==> config.mk <==
export PLATFORM = sky130hd
export DESIGN_NAME = arbitro_mux32b_flat
export DESIGN_NICKNAME = d
export VERILOG_FILES = /design/src/rtl/arbitro_pkg.sv /design/src/rtl/arbitro_mux32b_if.sv /design/src/rtl/arbitro_mux32b_mux.sv /design/src/rtl/arbitro_mux32b.sv /design/src/flat_wrapper.sv
export SDC_FILE = /design/constraint.sdc
export NUM_CORES = 1
export LEC_CHECK = 0
export CAP_MARGIN = 20
export CORE_UTILIZATION = 34
export CTS_CLUSTER_SIZE = 30
export DETAILED_ROUTE_END_ITERATION = 7
export PLACE_DENSITY = 0.76
export RECOVER_POWER = 100
export SYNTH_ARGS = -nofsm -noshare
export SYNTH_HDL_FRONTEND = slang
export SYNTH_HIERARCHICAL = 1
export SYNTH_SLANG_ARGS = --single-unit
==> constraint.sdc <==
create_clock -name clock -period 2.24 [get_ports clock]
set_input_delay 0.224 -clock clock [delete_from_list [all_inputs] [get_ports clock]]
set_output_delay 0.224 -clock clock [all_outputs]
set_load 0.01 [all_outputs]
==> src/rtl/arbitro_pkg.sv <==
// ----------------------------------------------------------------------------
// arbitro_pkg
// Shared definitions for the two-requester burst arbiter (arbitro_mux32b):
//   - default data width and default burst limit
//   - FSM state encoding and the "last served requester" flag type
// Optional feature: the burst limit is only built when ARBITRO_LIMITE_EN is
// defined.
// ----------------------------------------------------------------------------
package arbitro_pkg;

    localparam int DATA_WIDTH_PADRAO    = 32;
    localparam int LIMITE_RAJADA_PADRAO = 8;

    // Wide enough for the largest legal burst limit (255).
    localparam int CONTADOR_W = 8;

    typedef enum logic [1:0] {
        OCIOSO = 2'd0,
        SERVE1 = 2'd1,
        SERVE2 = 2'd2
    } estado_t;

    // Which requester held the most recent grant; ties go to the other one.
    typedef enum logic {
        SERVIDO2 = 1'b0,
        SERVIDO1 = 1'b1
    } servido_t;

endpackage

==> src/rtl/arbitro_mux32b_if.sv <==
// ----------------------------------------------------------------------------
// arbitro_mux32b_if
// Bundles the two requester handshakes and the downstream output stage.
//   req1/req2       requester k has a beat to send
//   dado1/dado2     requester k data, valid while reqk is high
//   ultimo1/ultimo2 current beat of requester k closes its burst
//   aceite1/aceite2 beat of requester k accepted this cycle
//   saida           registered output data
//   saida_valida    saida holds an unconsumed beat
//   pronto          downstream consumes saida when saida_valida && pronto
//   selecao         registered mux select (1 = requester 1)
// Modports: master = requesters + downstream side, slave = the arbiter.
// ----------------------------------------------------------------------------
interface arbitro_mux32b_if #(
    parameter int DATA_WIDTH = arbitro_pkg::DATA_WIDTH_PADRAO
);
    logic                  req1;
    logic                  req2;
    logic [DATA_WIDTH-1:0] dado1;
    logic [DATA_WIDTH-1:0] dado2;
    logic                  ultimo1;
    logic                  ultimo2;
    logic                  aceite1;
    logic                  aceite2;
    logic [DATA_WIDTH-1:0] saida;
    logic                  saida_valida;
    logic                  pronto;
    logic                  selecao;

    modport master (
        output req1, req2, dado1, dado2, ultimo1, ultimo2, pronto,
        input  aceite1, aceite2, saida, saida_valida, selecao
    );

    modport slave (
        input  req1, req2, dado1, dado2, ultimo1, ultimo2, pronto,
        output aceite1, aceite2, saida, saida_valida, selecao
    );
endinterface

==> src/rtl/arbitro_mux32b_mux.sv <==
// ----------------------------------------------------------------------------
// mux32b
// Two-input data multiplexer used by the arbiter's data path.
//   entrada1, entrada2  data inputs
//   selecao             1 selects entrada1, 0 selects entrada2
//   saida               selected data
// ----------------------------------------------------------------------------
module mux32b
    import arbitro_pkg::*;
#(
    parameter int DATA_WIDTH = DATA_WIDTH_PADRAO
) (
    input  logic [DATA_WIDTH-1:0] entrada1,
    input  logic [DATA_WIDTH-1:0] entrada2,
    input  logic                  selecao,
    output logic [DATA_WIDTH-1:0] saida
);

    assign saida = selecao ? entrada1 : entrada2;

endmodule

==> src/rtl/arbitro_mux32b.sv <==
// ----------------------------------------------------------------------------
// arbitro_mux32b
// Two-requester burst arbiter feeding a single registered output stage.
// A grant lasts for a whole burst (until an accepted beat flagged ultimo, or
// until the owner drops its request); ties from idle go to the requester that
// was not served last.
// Ports:
//   clock    sole clock, rising edge
//   reset_n  asynchronous active-low reset
//   bus      arbitro_mux32b_if.slave (requester handshakes + output stage)
// Parameters:
//   DATA_WIDTH     data path width
//   LIMITE_RAJADA  max beats per grant while the other requester waits
//                  (1..255), only used when ARBITRO_LIMITE_EN is defined
// Build option ARBITRO_LIMITE_EN: adds a beat counter that preempts a long
// burst after LIMITE_RAJADA beats if the other requester is waiting.
// ----------------------------------------------------------------------------
module arbitro_mux32b
    import arbitro_pkg::*;
#(
    parameter int DATA_WIDTH    = DATA_WIDTH_PADRAO,
    parameter int LIMITE_RAJADA = LIMITE_RAJADA_PADRAO
) (
    input logic             clock,
    input logic             reset_n,
    arbitro_mux32b_if.slave bus
);

    estado_t               estado_q, estado_d;
    servido_t              servido_q, servido_d;
    logic                  selecao_q;
    logic [DATA_WIDTH-1:0] saida_q, saida_d;
    logic                  valida_q, valida_d;

    logic                  livre;
    logic                  aceite1, aceite2, aceite;
    logic                  limite1, limite2;
    logic                  fim1, fim2;
    logic [DATA_WIDTH-1:0] dado_mux;

    // selecao_q is loaded with (next state == SERVE1), so it always equals
    // (estado_q == SERVE1) and can drive the mux directly.
    mux32b #(
        .DATA_WIDTH (DATA_WIDTH)
    ) u_mux (
        .entrada1 (bus.dado1),
        .entrada2 (bus.dado2),
        .selecao  (selecao_q),
        .saida    (dado_mux)
    );

    // The output register can take a beat when empty or drained this cycle.
    assign livre   = !valida_q || bus.pronto;
    assign aceite1 = (estado_q == SERVE1) && bus.req1 && livre;
    assign aceite2 = (estado_q == SERVE2) && bus.req2 && livre;
    assign aceite  = aceite1 || aceite2;

`ifdef ARBITRO_LIMITE_EN
    // Counter holds (accepts so far in this grant); the beat that brings it
    // to LIMITE_RAJADA closes the burst if the other requester is waiting.
    localparam logic [CONTADOR_W-1:0] ULTIMO_BEAT = CONTADOR_W'(LIMITE_RAJADA - 1);

    logic [CONTADOR_W-1:0] contagem_q, contagem_d;

    assign limite1 = bus.req2 && (contagem_q >= ULTIMO_BEAT);
    assign limite2 = bus.req1 && (contagem_q >= ULTIMO_BEAT);
`else
    assign limite1 = 1'b0;
    assign limite2 = 1'b0;
    wire [CONTADOR_W-1:0] unused_limite = CONTADOR_W'(LIMITE_RAJADA);
`endif

    assign fim1 = aceite1 && (bus.ultimo1 || limite1);
    assign fim2 = aceite2 && (bus.ultimo2 || limite2);

    // NOTE: every signal assigned here gets a default first, so no path can
    // leave one unassigned and infer a latch.
    always_comb begin
        estado_d  = estado_q;
        servido_d = servido_q;
        saida_d   = saida_q;
        valida_d  = valida_q;

        unique case (estado_q)
            OCIOSO: begin
                if (bus.req1 && bus.req2)
                    estado_d = (servido_q == SERVIDO1) ? SERVE2 : SERVE1;
                else if (bus.req1)
                    estado_d = SERVE1;
                else if (bus.req2)
                    estado_d = SERVE2;
            end
            SERVE1: begin
                if (fim1) begin
                    servido_d = SERVIDO1;
                    estado_d  = bus.req2 ? SERVE2 : OCIOSO;
                end else if (!bus.req1) begin
                    // Abandoned burst: release the grant.
                    servido_d = SERVIDO1;
                    estado_d  = OCIOSO;
                end
            end
            SERVE2: begin
                if (fim2) begin
                    servido_d = SERVIDO2;
                    estado_d  = bus.req1 ? SERVE1 : OCIOSO;
                end else if (!bus.req2) begin
                    servido_d = SERVIDO2;
                    estado_d  = OCIOSO;
                end
            end
            default: estado_d = OCIOSO;
        endcase

        // A new beat replaces a consumed one in the same cycle; otherwise a
        // consumed beat empties the stage and a stalled beat is held.
        if (aceite) begin
            saida_d  = dado_mux;
            valida_d = 1'b1;
        end else if (bus.pronto) begin
            valida_d = 1'b0;
        end

`ifdef ARBITRO_LIMITE_EN
        contagem_d = contagem_q;
        if (estado_d != estado_q)
            contagem_d = '0;
        else if (aceite && (contagem_q != '1))
            contagem_d = contagem_q + CONTADOR_W'(1);
`endif
    end

    // NOTE: state is only ever updated with non-blocking assignments so every
    // register samples the pre-edge values of the others.
    always_ff @(posedge clock or negedge reset_n) begin
        if (!reset_n) begin
            estado_q   <= OCIOSO;
            servido_q  <= SERVIDO2;
            selecao_q  <= 1'b0;
            saida_q    <= '0;
            valida_q   <= 1'b0;
`ifdef ARBITRO_LIMITE_EN
            contagem_q <= '0;
`endif
        end else begin
            estado_q   <= estado_d;
            servido_q  <= servido_d;
            selecao_q  <= (estado_d == SERVE1);
            saida_q    <= saida_d;
            valida_q   <= valida_d;
`ifdef ARBITRO_LIMITE_EN
            contagem_q <= contagem_d;
`endif
        end
    end

    assign bus.aceite1      = aceite1;
    assign bus.aceite2      = aceite2;
    assign bus.saida        = saida_q;
    assign bus.saida_valida = valida_q;
    assign bus.selecao      = selecao_q;

endmodule

==> src/flat_wrapper.sv <==
// flat-port wrapper written by rule: the top's interface ports become plain ports
module arbitro_mux32b_flat import arbitro_pkg::*;
#(
    parameter int DATA_WIDTH    = DATA_WIDTH_PADRAO,
    parameter int LIMITE_RAJADA = LIMITE_RAJADA_PADRAO
)
  (clock, reset_n, bus_req1, bus_req2, bus_dado1, bus_dado2, bus_ultimo1, bus_ultimo2, bus_pronto, bus_aceite1, bus_aceite2, bus_saida, bus_saida_valida, bus_selecao);
  arbitro_mux32b_if #(.DATA_WIDTH(DATA_WIDTH)) bus_i ();
  input logic clock;
  input logic reset_n;
  input wire logic [$bits(bus_i.req1)-1:0] bus_req1;
  input wire logic [$bits(bus_i.req2)-1:0] bus_req2;
  input wire logic [$bits(bus_i.dado1)-1:0] bus_dado1;
  input wire logic [$bits(bus_i.dado2)-1:0] bus_dado2;
  input wire logic [$bits(bus_i.ultimo1)-1:0] bus_ultimo1;
  input wire logic [$bits(bus_i.ultimo2)-1:0] bus_ultimo2;
  input wire logic [$bits(bus_i.pronto)-1:0] bus_pronto;
  output wire logic [$bits(bus_i.aceite1)-1:0] bus_aceite1;
  output wire logic [$bits(bus_i.aceite2)-1:0] bus_aceite2;
  output wire logic [$bits(bus_i.saida)-1:0] bus_saida;
  output wire logic [$bits(bus_i.saida_valida)-1:0] bus_saida_valida;
  output wire logic [$bits(bus_i.selecao)-1:0] bus_selecao;
  assign bus_i.req1 = bus_req1;
  assign bus_i.req2 = bus_req2;
  assign bus_i.dado1 = bus_dado1;
  assign bus_i.dado2 = bus_dado2;
  assign bus_i.ultimo1 = bus_ultimo1;
  assign bus_i.ultimo2 = bus_ultimo2;
  assign bus_i.pronto = bus_pronto;
  assign bus_aceite1 = bus_i.aceite1;
  assign bus_aceite2 = bus_i.aceite2;
  assign bus_saida = bus_i.saida;
  assign bus_saida_valida = bus_i.saida_valida;
  assign bus_selecao = bus_i.selecao;
  arbitro_mux32b #(.DATA_WIDTH(DATA_WIDTH), .LIMITE_RAJADA(LIMITE_RAJADA)) u_core (.clock(clock), .reset_n(reset_n), .bus(bus_i));
endmodule
==> impl_metrics.csv <==
group,metric,value,unit
min_path,hp-class,"input port to async pin",
floorplanning,die_y,81.6,um
power_and_ir_drop,peakVddDrop,0.440,mV
floorplanning,num_io_pins,107,
layout,final_cell_mix,"clkdlybuf4s50_1 (69), dlygate4sd3_1 (36), dfrtp_1 (36), mux2_4 (32), mux2_1 (28)",
status,status,"finished clean",
floorplanning,core-area,6030,um2
timing,timing.hold.ws,28.2,ps
timing,finalCritPeriodShare,0.900,
clock_tree,hold_buffers,0,
clock_tree,cts_tree,"yes",
floorplanning,die_w,81.6,um
placed_design,place.detailed.hpwl,3340,um
floorplanning,initial_core_util,0.357,
detailed_routing,ant_nets,0,
detailed_routing,wl,4410,um
worst_setup_path,worstPathArrival,1790,ps
grt,antenna_found_initial,0,
yosys,netlist.area_leader.share,0.430,
layout,seqCellArea,927,um2
timing,hold_viol,0,
detailed_routing,via_per_inst,4.63,
power_and_ir_drop,power_leakage,1.39,nW
clock_tree,cts.clk_slew.worst_paths,70,ps
grt,grt_max_degree,38,
layout,multi_input_area,987,um2
timing,worst_pin_slew,817,ps
layout,antenna_cells,0,
clock_tree,cts_resized,0,
clock_tree,cts_sinks,37,
layout,final_common_cell,"clkdlybuf4s50_1",
grt,grtUsageTotal,0.137,
worst_setup_path,crit_type,"input port to output pin",
clock_tree,cts_buffers,5,
job,drv_cap,0,
grt,grt_pass1_vias,1504,
grt,grt_pass1_wl,6870,um
layout,nNetsFinal,316,
yosys,avgSynthCellArea,15.8,um2
detailed_routing,wire_per_inst,13.7,um
detailed_routing,drc,0,
yosys,ys_seq_area_frac,0.430,
timing,fmax,496,MHz
placed_design,place_congestion,0.813,
placed_design,io_buffers,106,
clock_tree,root_buffer,"clkbuf_8",
timing,min_period,2020,ps
timing,slew_violations,0,
layout,layout-drive-gt1-share,0.207,
yosys,yosys_warnings,6,
worst_setup_path,worstPathRequired,2020,ps
detailed_routing,drtIter0Drc,53,
layout,nFillCells,562,
yosys,netlist_area,2150,um2
detailed_routing,firstDrtPassIters,4,
clock_tree,clock_latency,280,ps
yosys,yosysTopAreaCell,"dfrtp_1",
timing,finalSetupTns,0,ps
floorplanning,dieArea,6660,um2
layout,area_growth,49.9,%
yosys,ys_ff_latch,37,
clock_tree,ctsLongestPathBuffers,2,
yosys,syn_nets,207,
worst_setup_path,startpoint_type,"input port",
timing,rsz0062_at_grt,"no",
yosys,synth_area_leaders,"dfrtp_1 (43%), mux2_4 (42%), buf_12 (2.8%)",
timing,finalSetupViolations,0,
clock_tree,postCtsSetupRepairBufs,0,
timing,clock_skew,4.65,ps
worst_setup_path,critPathMaxFanout,2,
floorplanning,rows,28,
power_and_ir_drop,power.density,1090,nW/um2
timing,slew_headroom,0.456,
clock_tree,htree_levels,2,
worst_setup_path,cp-end-kind,"output pin",
detailed_routing,vias,1485,
yosys,syn_inst,136,
grt,grt_overflow,0,
yosys,synth_cell_types,23,
[per-stage QoR]
stage	worst slack, ps	instance area [um2]	util	total power [mW]	std cells
floorplan	657	2150	-	2.47	136
global placement	318	3250	0.539	3.30	313
detailed placement	328	3250	0.539	3.34	313
CTS	209	3380	0.561	4.04	321
global route	174	3230	0.536	3.73	321
finish	224	3230	0.536	3.50	321
[final cells by class]
class / count / share of cell area
clock buffers: 5 / 0.0213
flip-flops and latches: 37 / 0.287
clock inverters: 3 / 0.0202
inverters: 2 / 0.00233
well taps: 75 / 0.0291
repair buffers: 110 / 0.334
multi-input cells: 89 / 0.306
[state kept, by name (all words and copies together), names as in the netlist]
| register | flops |
|---|---|
| u_core/servido_q | 1 |
| u_core/bus.saida | 32 |
| u_core/bus.saida_valida | 1 |
| u_core/bus.selecao | 1 |
| u_core/estado_q | 2 |
[worst max-delay path: stages]
cell           delay, ps
dlygate4sd3_1        540
and2b_1              220
nor3_1               180
dlygate4sd3_1        630
[Yosys cell counts]
cell,n
mux2_4,60
dfrtp_1,37
buf_6,4
mux2_2,4
nand2_1,4
o21ai_0,4
buf_12,3
a21oi_1,2
and2_1,2
inv_1,2
nand2b_1,2
a211o_1,1
a31oi_4,1
and2b_1,1
and3_1,1
and3b_1,1
buf_4,1
nand3_1,1
nor2_1,1
nor2_4,1
nor3_1,1
o211ai_1,1
o22ai_1,1
[path summary, 6_finish.rpt]
kind                                                        from                          endpoint  slack, ps  depth (start not counted)
worst min register to register  u_core/bus.saida[10]$_DFFE_PN0P_  u_core/bus.saida[10]$_DFFE_PN0P_        480                          1
worst min-delay path                                     reset_n  u_core/bus.saida[21]$_DFFE_PN0P_         30                          1
worst max register to register      u_core/estado_q[0]$_DFF_PN0_   u_core/bus.saida[7]$_DFFE_PN0P_        350                          5
worst max-delay path                                  bus_pronto                       bus_aceite1        220                          4
max in group asynchronous                                reset_n      u_core/bus.selecao$_DFF_PN0_       1650                          1
min in group clock              u_core/bus.saida[10]$_DFFE_PN0P_  u_core/bus.saida[10]$_DFFE_PN0P_        480                          1
[report_power, final]
part           leakage, nW  internal, mW  switching, mW
Combinational        0.885          1.01          0.659
Sequential           0.439          1.00          0.160
Clock               0.0681         0.442          0.236
Total                 1.39          2.45           1.05
[cells by family (layout without fill, tap and decap cells)]
kind of cell    count (synthesis)  in the layout  share of synthesized area
mux                            64             64                      0.439
flops                          37             37                      0.430
compound gates                 10             10                     0.0343
simple gates                   15             15                     0.0407
buf+inv                        10            120                     0.0558
[metal layers]
metal	track usage	wire length, um	up-vias
li1	-	-	710
met1	0.166	1750	697
met2	0.231	2170	73
met3	0.0456	440	5
met4	0.0421	48	0
met5	0	0	-
(Power assumes the default switching activity.)
